<file path="src/rtl/pipe_hazard_ctrl_if.sv">
// Redirect handshake between the hazard controller and the fetch/commit logic:
// exception commit in, PC redirect out.
interface pipe_hazard_ctrl_if #(
    parameter int ADDR_W = 32
);
    logic              exc_valid_i;
    logic              exc_is_eret_i;
    logic [ADDR_W-1:0] cp0_epc_i;
    logic              fetch_ready_i;
    logic              redirect_valid_o;
    logic [ADDR_W-1:0] redirect_pc_o;

    modport master (
        output exc_valid_i, exc_is_eret_i, cp0_epc_i, fetch_ready_i,
        input  redirect_valid_o, redirect_pc_o
    );

    modport slave (
        input  exc_valid_i, exc_is_eret_i, cp0_epc_i, fetch_ready_i,
        output redirect_valid_o, redirect_pc_o
    );
endinterface

</file>
<file path="src/rtl/pipe_hazard_ctrl.sv">
// Pipeline hazard controller: per-stage stall/flush generation, exception and
// ERET redirect with a held-redirect state, and a saturating stall counter.
module pipe_hazard_ctrl #(
    parameter int                NUM_STAGES = 5,
    parameter int                ADDR_W     = 32,
    parameter logic [ADDR_W-1:0] EXC_VECTOR = ADDR_W'(32'hBFC00380),
    parameter int                CNT_W      = 32
) (
    input  logic                  clk_i,
    input  logic                  resetn_i,
    input  logic                  global_stall_i,
    input  logic [NUM_STAGES-1:0] stage_stall_req_i,
    input  logic [4:0]            id_rs_addr_i,
    input  logic [4:0]            id_rt_addr_i,
    input  logic                  id_rs_ren_i,
    input  logic                  id_rt_ren_i,
    input  logic                  id_needs_early_i,
    input  logic [4:0]            ex_rs_addr_i,
    input  logic [4:0]            ex_rt_addr_i,
    input  logic                  ex_rs_ren_i,
    input  logic                  ex_rt_ren_i,
    input  logic                  ex_wreg_i,
    input  logic [4:0]            ex_wd_i,
    input  logic                  mem_is_load_i,
    input  logic [4:0]            mem_wd_i,
    pipe_hazard_ctrl_if.slave     redir_if,
    output logic [NUM_STAGES-1:0] stall_o,
    output logic [NUM_STAGES-1:0] flush_o,
    output logic [CNT_W-1:0]      stall_cycles_o
);

    typedef enum logic {
        IDLE,
        PENDING
    } state_e;

    localparam logic [NUM_STAGES-1:0] EXC_FLUSH  = {1'b0, {(NUM_STAGES-1){1'b1}}};
    localparam logic [NUM_STAGES-1:0] PEND_FLUSH = NUM_STAGES'(1);

    state_e            state_q, state_d;
    logic [ADDR_W-1:0] pc_q, pc_d;
    logic [CNT_W-1:0]  cnt_q;

    logic                  early_hazard;
    logic                  load_use;
    logic [NUM_STAGES-1:0] req;
    logic [NUM_STAGES-1:0] haz_stall;
    logic [NUM_STAGES-1:0] haz_flush;
    logic                  older_req;
    logic [ADDR_W-1:0]     exc_target;

    always_comb begin
        early_hazard = id_needs_early_i & ex_wreg_i & (ex_wd_i != 5'd0) &
                       ((id_rs_ren_i & (id_rs_addr_i == ex_wd_i)) |
                        (id_rt_ren_i & (id_rt_addr_i == ex_wd_i)));
        load_use     = mem_is_load_i & (mem_wd_i != 5'd0) &
                       ((ex_rs_ren_i & (ex_rs_addr_i == mem_wd_i)) |
                        (ex_rt_ren_i & (ex_rt_addr_i == mem_wd_i)));

        req    = stage_stall_req_i;
        req[1] = req[1] | early_hazard;
        req[2] = req[2] | load_use;

        // Walk from the oldest stage down so each stall covers all younger stages;
        // the bubble goes only behind the oldest requesting stage.
        older_req = 1'b0;
        haz_stall = '0;
        haz_flush = '0;
        for (int i = NUM_STAGES - 1; i >= 0; i--) begin
            if (i < NUM_STAGES - 1) begin
                haz_flush[i] = req[i] & ~older_req & ~global_stall_i;
            end
            older_req    = older_req | req[i];
            haz_stall[i] = global_stall_i | older_req;
        end
    end

    assign exc_target = redir_if.exc_is_eret_i ? redir_if.cp0_epc_i : EXC_VECTOR;

    always_comb begin
        state_d                   = state_q;
        pc_d                      = pc_q;
        stall_o                   = haz_stall;
        flush_o                   = haz_flush;
        redir_if.redirect_valid_o = 1'b0;
        redir_if.redirect_pc_o    = '0;

        case (state_q)
            IDLE: begin
                if (redir_if.exc_valid_i) begin
                    redir_if.redirect_valid_o = 1'b1;
                    redir_if.redirect_pc_o    = exc_target;
                    pc_d                      = exc_target;
                    stall_o                   = '0;
                    flush_o                   = EXC_FLUSH;
                    if (!redir_if.fetch_ready_i) begin
                        state_d = PENDING;
                    end
                end
            end
            PENDING: begin
                // The held target is presented until fetch accepts it; a new
                // exception replaces it and restarts the wait.
                redir_if.redirect_valid_o = 1'b1;
                redir_if.redirect_pc_o    = pc_q;
                stall_o                   = '0;
                flush_o                   = PEND_FLUSH;
                if (redir_if.exc_valid_i) begin
                    pc_d    = exc_target;
                    flush_o = EXC_FLUSH;
                end else if (redir_if.fetch_ready_i) begin
                    state_d = IDLE;
                end
            end
            default: state_d = IDLE;
        endcase

        if (!resetn_i) begin
            stall_o                   = '0;
            flush_o                   = '0;
            redir_if.redirect_valid_o = 1'b0;
            redir_if.redirect_pc_o    = '0;
        end
    end

    always_ff @(posedge clk_i or negedge resetn_i) begin
        if (!resetn_i) begin
            state_q <= IDLE;
            pc_q    <= '0;
            cnt_q   <= '0;
        end else begin
            state_q <= state_d;
            pc_q    <= pc_d;
            if ((|stall_o) && (cnt_q != {CNT_W{1'b1}})) begin
                cnt_q <= cnt_q + CNT_W'(1);
            end
        end
    end

    assign stall_cycles_o = cnt_q;

endmodule

</file>
<file path="src/flat_wrapper.sv">
// flat-port wrapper written by rule: the top's interface ports become plain ports
module pipe_hazard_ctrl_flat 
#(
    parameter int                NUM_STAGES = 5,
    parameter int                ADDR_W     = 32,
    parameter logic [ADDR_W-1:0] EXC_VECTOR = ADDR_W'(32'hBFC00380),
    parameter int                CNT_W      = 32
)
  (clk_i, resetn_i, global_stall_i, stage_stall_req_i, id_rs_addr_i, id_rt_addr_i, id_rs_ren_i, id_rt_ren_i, id_needs_early_i, ex_rs_addr_i, ex_rt_addr_i, ex_rs_ren_i, ex_rt_ren_i, ex_wreg_i, ex_wd_i, mem_is_load_i, mem_wd_i, stall_o, flush_o, stall_cycles_o, redir_if_exc_valid_i, redir_if_exc_is_eret_i, redir_if_cp0_epc_i, redir_if_fetch_ready_i, redir_if_redirect_valid_o, redir_if_redirect_pc_o);
  pipe_hazard_ctrl_if #(.ADDR_W(ADDR_W)) redir_if_i ();
  input  logic clk_i;
  input  logic resetn_i;
  input  logic global_stall_i;
  input  logic [NUM_STAGES-1:0] stage_stall_req_i;
  input  logic [4:0] id_rs_addr_i;
  input  logic [4:0] id_rt_addr_i;
  input  logic id_rs_ren_i;
  input  logic id_rt_ren_i;
  input  logic id_needs_early_i;
  input  logic [4:0] ex_rs_addr_i;
  input  logic [4:0] ex_rt_addr_i;
  input  logic ex_rs_ren_i;
  input  logic ex_rt_ren_i;
  input  logic ex_wreg_i;
  input  logic [4:0] ex_wd_i;
  input  logic mem_is_load_i;
  input  logic [4:0] mem_wd_i;
  output logic [NUM_STAGES-1:0] stall_o;
  output logic [NUM_STAGES-1:0] flush_o;
  output logic [CNT_W-1:0] stall_cycles_o;
  input wire logic [$bits(redir_if_i.exc_valid_i)-1:0] redir_if_exc_valid_i;
  input wire logic [$bits(redir_if_i.exc_is_eret_i)-1:0] redir_if_exc_is_eret_i;
  input wire logic [$bits(redir_if_i.cp0_epc_i)-1:0] redir_if_cp0_epc_i;
  input wire logic [$bits(redir_if_i.fetch_ready_i)-1:0] redir_if_fetch_ready_i;
  output wire logic [$bits(redir_if_i.redirect_valid_o)-1:0] redir_if_redirect_valid_o;
  output wire logic [$bits(redir_if_i.redirect_pc_o)-1:0] redir_if_redirect_pc_o;
  assign redir_if_i.exc_valid_i = redir_if_exc_valid_i;
  assign redir_if_i.exc_is_eret_i = redir_if_exc_is_eret_i;
  assign redir_if_i.cp0_epc_i = redir_if_cp0_epc_i;
  assign redir_if_i.fetch_ready_i = redir_if_fetch_ready_i;
  assign redir_if_redirect_valid_o = redir_if_i.redirect_valid_o;
  assign redir_if_redirect_pc_o = redir_if_i.redirect_pc_o;
  pipe_hazard_ctrl #(.NUM_STAGES(NUM_STAGES), .ADDR_W(ADDR_W), .EXC_VECTOR(EXC_VECTOR), .CNT_W(CNT_W)) u_core (.clk_i(clk_i), .resetn_i(resetn_i), .global_stall_i(global_stall_i), .stage_stall_req_i(stage_stall_req_i), .id_rs_addr_i(id_rs_addr_i), .id_rt_addr_i(id_rt_addr_i), .id_rs_ren_i(id_rs_ren_i), .id_rt_ren_i(id_rt_ren_i), .id_needs_early_i(id_needs_early_i), .ex_rs_addr_i(ex_rs_addr_i), .ex_rt_addr_i(ex_rt_addr_i), .ex_rs_ren_i(ex_rs_ren_i), .ex_rt_ren_i(ex_rt_ren_i), .ex_wreg_i(ex_wreg_i), .ex_wd_i(ex_wd_i), .mem_is_load_i(mem_is_load_i), .mem_wd_i(mem_wd_i), .redir_if(redir_if_i), .stall_o(stall_o), .flush_o(flush_o), .stall_cycles_o(stall_cycles_o));
endmodule
</file>
<file path="config.mk">
export PLATFORM = sky130hd
export DESIGN_NAME = pipe_hazard_ctrl_flat
export DESIGN_NICKNAME = d
export VERILOG_FILES = /design/src/rtl/pipe_hazard_ctrl_if.sv /design/src/rtl/pipe_hazard_ctrl.sv /design/src/flat_wrapper.sv
export SDC_FILE = /design/constraint.sdc
export NUM_CORES = 1
export LEC_CHECK = 0
export CAP_MARGIN = 0
export CORE_UTILIZATION = 44
export DETAILED_ROUTE_END_ITERATION = 16
export GPL_TIMING_DRIVEN = 0
export MAX_ROUTING_LAYER = met4
export PLACE_DENSITY_LB_ADDON = 0.08
export SYNTH_ARGS = -nofsm -noshare
export SYNTH_HDL_FRONTEND = slang
export SYNTH_SLANG_ARGS = --single-unit
</file>
<file path="constraint.sdc">
create_clock -name clk_i -period 2.9 [get_ports clk_i]
set_input_delay 0.58 -clock clk_i [delete_from_list [all_inputs] [get_ports clk_i]]
set_output_delay 0.58 -clock clk_i [all_outputs]
set_load 0.02 [all_outputs]
</file>
# [Yosys cells after proc, flatten, opt, wreduce, memory -nomap -nowiden]
# Cells that the tools add are included.
[totals] regBits=65 input_bits=80 out_inout_bits=75 word_cells=68
[classes] addsub=1 eq_ne=5 n_mux=19 bitwise_logic=36 reduce_logical=4
[op_table] op="32-bit two-way mux" n=4
[op_table] op="32-bit case mux with 2 select lines" n=1
[op_table] op="32-bit by 1-bit adder with 32-bit output (second input constant)" n=1
[op_table] op="32-bit inequality test (second input constant)" n=1
[op_table] op="5-bit == test" n=4
[op_table] op="5-bit case mux with 2 select lines" n=2
[op_table] op="1-bit bitwise AND" n=17
[op_table] op="5-bit two-way mux" n=3
[op_table] op="1-bit bitwise OR" n=13
[op_table] op="5-bit nonzero test" n=2
[op_table] op="4-bit two-way mux" n=2
[op_table] op="1-bit NOT" n=6
[op_table] op="1-bit two-way mux" n=5
[op_table] op="5-bit OR reduction" n=1
[op_table] op="1-bit case mux with 2 select lines" n=2
[op_table] op="1-bit logical AND" n=1

# [Logic depth before layout (Yosys ltp)]
[depth] depth_word=14 mapped_depth=11 mapped_depth_nobuf=10

# [Least setup slack after synthesis]
# Ideal clock, no wire load.
[synth_path] path_kind="input -> output" from="input port mem_wd_i[0]" to="output port flush_o[0]" arrival_time_ps=2233 t_required_ps=2320 slack_ps=87 path_stages=6 path_buffers=0 cell_sequence="or4_1 -> o21a_1 -> a211oi_2 -> and2_4 -> nand2_1 -> a21boi_0"
[synth_via] elab_chain_cells=13 elab_cells_between_ends=17
[synth_lines] element="start: declaration" line="flat_wrapper.sv:27" rtl="input logic [4:0] mem_wd_i;"
[synth_lines] element="5-bit == test (on tied branches)" line="pipe_hazard_ctrl.sv:57, pipe_hazard_ctrl.sv:58"
[synth_lines] element="1-bit bitwise AND (on tied branches)" line="pipe_hazard_ctrl.sv:57, pipe_hazard_ctrl.sv:58"
[synth_lines] element="1-bit bitwise OR" line="pipe_hazard_ctrl.sv:57" rtl="((ex_rs_ren_i & (ex_rs_addr_i == mem_wd_i)) |"
[synth_lines] element="1-bit bitwise AND *" line="pipe_hazard_ctrl.sv:56" rtl="load_use = mem_is_load_i & (mem_wd_i != 5'd0) &"
[synth_lines] element="1-bit bitwise OR *" line="pipe_hazard_ctrl.sv:62" rtl="req[2] = req[2] | load_use;"
[synth_lines] element="1-bit bitwise OR * (2 in a row)" line="pipe_hazard_ctrl.sv:73" rtl="older_req = older_req | req[i];"
[synth_lines] element="1-bit NOT *" line="pipe_hazard_ctrl.sv:71" rtl="haz_flush[i] = req[i] & ~older_req & ~global_stall_i;"
[synth_lines] element="1-bit bitwise AND * (2 in a row)" line="pipe_hazard_ctrl.sv:71"
[synth_lines] element="4-bit two-way mux *" line="pipe_hazard_ctrl.sv:90" rtl="if (redir_if.exc_valid_i) begin"
[synth_lines] element="5-bit case mux with 2 select lines *" line="pipe_hazard_ctrl.sv:88" rtl="case (state_q)"
[synth_lines] element="5-bit two-way mux *" line="pipe_hazard_ctrl.sv:118" rtl="if (!resetn_i) begin"
[synth_lines] element="end: declaration" line="flat_wrapper.sv:29" rtl="output logic [NUM_STAGES-1:0] flush_o;"
# Every way passes the cells marked *; elsewhere a longest branch is shown, timed or not. The select of a mux whose other input is x is not followed.

# [Worst setup path in the final report]
[layout_path] from="input port redir_if_exc_valid_i" to="output port stall_o[4]"
[layout_via] elab_chain_cells=3
[layout_lines] element="start: declaration" line="flat_wrapper.sv:31" rtl="input wire logic [$bits(redir_if_i.exc_valid_i)-1:0] redir_if_exc_valid_i;"
[layout_lines] element="5-bit two-way mux" line="pipe_hazard_ctrl.sv:90"
[layout_lines] element="5-bit case mux with 2 select lines" line="pipe_hazard_ctrl.sv:88"
[layout_lines] element="5-bit two-way mux" line="pipe_hazard_ctrl.sv:118"
[layout_lines] element="end: declaration" line="flat_wrapper.sv:28" rtl="output logic [NUM_STAGES-1:0] stall_o;"
# Every way passes these cells.

==> results by group <==
Status
  – Status: finished clean

STA
  – Fmax: 346 MHz
  – Transition time at the pin with the least slew margin: 0.561 ns
  – Fin. max-slew vios: 0
  – Final-report hold violation count: 0
  – Slew Limit Headroom: 62.6%
  – Clock tree skew after final layout: 0.00704 ns
  – Setup Viol. Count Final: 0
  – Period utilization: 99.5%
  – Final period demand of the worst path: 2.89 ns
  – Fin Hold WS: 0.110 ns
  – Unrepaired setup endpoints after global routing: yes

Worst setup path
  – Worst setup path category: in -> out
  – Data arrival time of the worst path: 2.31 ns
  – Endpoint of the most critical register-to-register path: u_core.stall_cycles_o[1]$_DFFE_PN0P_
  – Data required, critical path: 2.32 ns
  – Critical Path End Type: output pin
  – Critical path peak fanout: 4
  – Startpoint Class: input pin
  – Worst reg2reg startpoint: u_core.stall_cycles_o[4]$_DFFE_PN0P_
  – Worst reg2reg setup slack: 0.34 ns
  – Worst-case reg-to-reg path depth: 8

Power
  – Internal: 1.76 mW
  – Sw Pwr: 753 µW
  – Standby leakage power: 2.47 nW
  – Proportion of power drawn by flip-flops and latches: 42.0%
  – Max rail drop VDD: 0.477 mV
  – Clock network fraction of design power: 30.5%
  – Total design power: 2.51 mW
  – Switching share of power: 29.9%
  – Gate power share: 27.6%
  – PwrDens: 446 nW/µm²

Min path
  – Hold WC Path Type: in -> async

Final layout
  – Number of standard cells in the final layout excluding fillers: 690
  – Nets@finish: 662
  – Storage element area: 1630 µm²
  – Proportion of layout cells with a drive suffix above 1: 14.2%
  – Footprint of the multi-input gates: 2010 µm²
  – Final-layout fill cell count: 718
  – Relative area change from synthesis to final layout: 47.7%
  – Ant diodes: 0

Die
  – Core area: 8300 µm²
  – Top-level port count: 155
  – Horizontal die dimension: 95.2 µm
  – Die outline height: 95.2 µm
  – Count of standard-cell rows: 33
  – Die footprint: 9060 µm²
  – Initial cell density of the core: 46.0%

Synth
  – Number of flops mapped to enable cells by yosys: 0
  – Fraction of post-synthesis cell area in the top cell type by area: 42.6%
  – Fraction of registers with async set or reset after synthesis: 100%
  – Synth cell types: 41
  – Flip-flop cell with the highest count after synthesis: sky130_fd_sc_hd__dfrtp_1
  – Synth Net Count: 498
  – Number of warnings issued by yosys: 0
  – Total of flip-flops plus latches after synthesis: 65
  – Number of standard cells after synthesis: 417
  – Cell accounting for the most synthesized area: sky130_fd_sc_hd__dfrtp_1
  – Seq/Total Area, Yosys: 42.6%
  – Post-synthesis instance area: 3820 µm²
  – Average size of a mapped cell: 9.16 µm²
  – Cell types occupying the most area after synthesis: sky130_fd_sc_hd__dfrtp_1 43%, sky130_fd_sc_hd__a22oi_1 6.3%, sky130_fd_sc_hd__xnor2_1 5.7%

Placed design
  – Gp weighted congestion: 0.848
  – Count of input and output buffers: 153
  – Final HPWL DP: 7830 µm
  – Placed Cells: 675

Routing
  – Total number of vias: 3563
  – WL per Instance: 15.5 µm
  – Initial detailed-routing violation count: 186
  – Vias per Instance: 5.16
  – Final routed DRC violation total: 0
  – Total wirelength of the detailed-routed design: 10700 µm
  – Residual antenna-violating net count after detailed routing: 0
  – Detailed-router iteration count before antenna repair: 5

Flow run
  – Max-capacitance violation count: 0

Global routing
  – Pin count of the biggest net entering global routing: 69
  – First-pass GRT wire length: 16800 µm
  – Total Routing Usage GR: 24.9%
  – Number of global-route vias before repair: 3380
  – Overflow after GRT: 0
  – Antenna violations before repair: 0

Clock network
  – CTS H-tree lvls: 3
  – CTS root buffer: sky130_fd_sc_hd__clkbuf_8
  – Maximum root-to-sink buffer count: 2
  – Skew-Pair Late Insertion Delay: 0.33 ns
  – Cts bufs inserted: 9
  – Clock net sink count: 65
  – CTS hold repair buffers: 0
  – TritonCTS clock tree: done
  – Clock-pin slew of the registers on the worst-case setup and hold paths: 0.07 ns
[worst max-delay path, cell delays in order]
cell	delay, ns
sky130_fd_sc_hd__clkdlybuf4s50_1	0.46
sky130_fd_sc_hd__nor2_1	0.31
sky130_fd_sc_hd__nand2_1	0.19
sky130_fd_sc_hd__nor2_1	0.14
sky130_fd_sc_hd__clkdlybuf4s50_1	0.62
[timing repair]
| action | CTS | global route |
|---|---|---|
| endpoints found under the setup margin | 43 | 29 |
| buffers inserted | 1 | 0 |
| gates resized for setup | 89 | 53 |
| pin swaps | 5 | 9 |
[registers in the layout, summed over array words and instances, names as in the netlist]
| name | cells |
|---|---|
| u_core.pc_q | 32 |
| u_core.stall_cycles_o | 32 |
| u_core.state_q | 1 |
[worst max path at each step]
| stage | from | slack (ns) | to |
|---|---|---|---|
| 6_report | redir_if_exc_valid_i | 0.01 | stall_o[4] |
| 2_1_floorplan | mem_wd_i[0] | 0.09 | flush_o[0] |
| 3_3_place_gp | resetn_i | -2.62 | redir_if_redirect_pc_o[23] |
| 3_5_place_dp | mem_wd_i[0] | -0.80 | flush_o[0] |
| 5_1_grt | redir_if_exc_valid_i | -0.09 | stall_o[4] |
| 4_1_cts | redir_if_exc_valid_i | 0.0001 | redir_if_redirect_pc_o[1] |
[power by group through the flow]
stage / Sequential, mW / Clock, mW / Combinational, mW
final: 1.06 / 0.766 / 0.693
after global routing: 1.07 / 0.822 / 0.760
after CTS: 1.05 / 0.785 / 0.697
after detailed placement: 1.07 / 0 / 0.710
after global placement: 1.07 / 0 / 0.700
after floorplan: 1.10 / 0 / 0.307
[layout make-up]
cell class / instances / area share (%)
Buffer: 22 / 2.37
Tap cell: 105 / 2.33
Sequential cell: 65 / 28.8
Inverter: 30 / 2.04
Multi-Input combinational cell: 299 / 35.6
Clock inverter: 3 / 0.710
Timing Repair Buffer: 154 / 25.3
Clock buffer: 12 / 2.75
[logic make-up (layout without fill, tap and decap cells)]
family,Yosys count,count (layout),synth area share (%)
other,1,1,0.0982
DFF,65,65,42.6
adders and majority gates,2,2,0.590
xor gates and xnor gates,50,50,11.5
AOI/OAI and AO/OA,64,64,11.7
buffers and inverters,53,221,5.96
muxes,14,14,4.13
and+or+nand+nor,168,168,23.4
[through the flow]
stage	utilization, %	TNS [ns]	area (µm²)	worst slack (ns)
3_3_place_gp	66.0	-234.83	5480	-2.62
4_1_cts	68.4	0	5680	0.0000966
3_5_place_dp	66.0	-26.15	5480	-0.802
6_report	68.0	0	5640	0.0132
2_1_floorplan	-	0	3820	0.0869
5_1_grt	68.0	-0.209	5640	-0.0879
[synthesized netlist by cell type (all sizes together) (4+ instances only)]
| library cell | n |
|---|---|
| nand2b | 13 |
| nand3 | 33 |
| nor2b | 34 |
| nand4 | 12 |
| xnor2 | 25 |
| nor3 | 10 |
| a22oi | 32 |
| inv | 30 |
| o21ai | 21 |
| xor2 | 25 |
| nor4 | 6 |
| clkbuf | 15 |
| dfrtp | 65 |
| buf | 8 |
| nand2 | 20 |
| nor2 | 28 |
| o21a | 4 |
| mux2 | 14 |
[layer usage]
metal,part of all wire [%],vias to the layer above,GRT usage [%]
met2,48,114,39.7
met5,0,-,-
met4,0.45,0,5.30
met3,7.9,6,5.42
li1,-,1749,-
met1,43,1694,32.5
[cells in the final DEF (no fill, tap or decap), types with 2 or more instances in the layout]
master and instances:
sky130_fd_sc_hd__a22oi_1 32, sky130_fd_sc_hd__and3_1 3, sky130_fd_sc_hd__buf_1 3, sky130_fd_sc_hd__buf_2 5, sky130_fd_sc_hd__buf_4 4, sky130_fd_sc_hd__buf_8 2
sky130_fd_sc_hd__clkbuf_1 7, sky130_fd_sc_hd__clkbuf_2 22, sky130_fd_sc_hd__clkbuf_4 5, sky130_fd_sc_hd__clkbuf_8 11, sky130_fd_sc_hd__clkdlybuf4s50_1 106, sky130_fd_sc_hd__clkinv_2 2
sky130_fd_sc_hd__dfrtp_1 65, sky130_fd_sc_hd__dlygate4sd2_1 17, sky130_fd_sc_hd__dlymetal6s2s_1 2, sky130_fd_sc_hd__inv_1 29, sky130_fd_sc_hd__mux2_2 13, sky130_fd_sc_hd__nand2_1 19
sky130_fd_sc_hd__nand2b_1 13, sky130_fd_sc_hd__nand3_1 33, sky130_fd_sc_hd__nand4_1 12, sky130_fd_sc_hd__nor2_1 28, sky130_fd_sc_hd__nor2b_1 33, sky130_fd_sc_hd__nor3_1 9
sky130_fd_sc_hd__nor4_1 6, sky130_fd_sc_hd__nor4b_1 3, sky130_fd_sc_hd__o21a_1 4, sky130_fd_sc_hd__o21ai_0 20, sky130_fd_sc_hd__o22ai_2 2, sky130_fd_sc_hd__xnor2_1 25
sky130_fd_sc_hd__xor2_1 25
(Power assumes the default switching activity.)
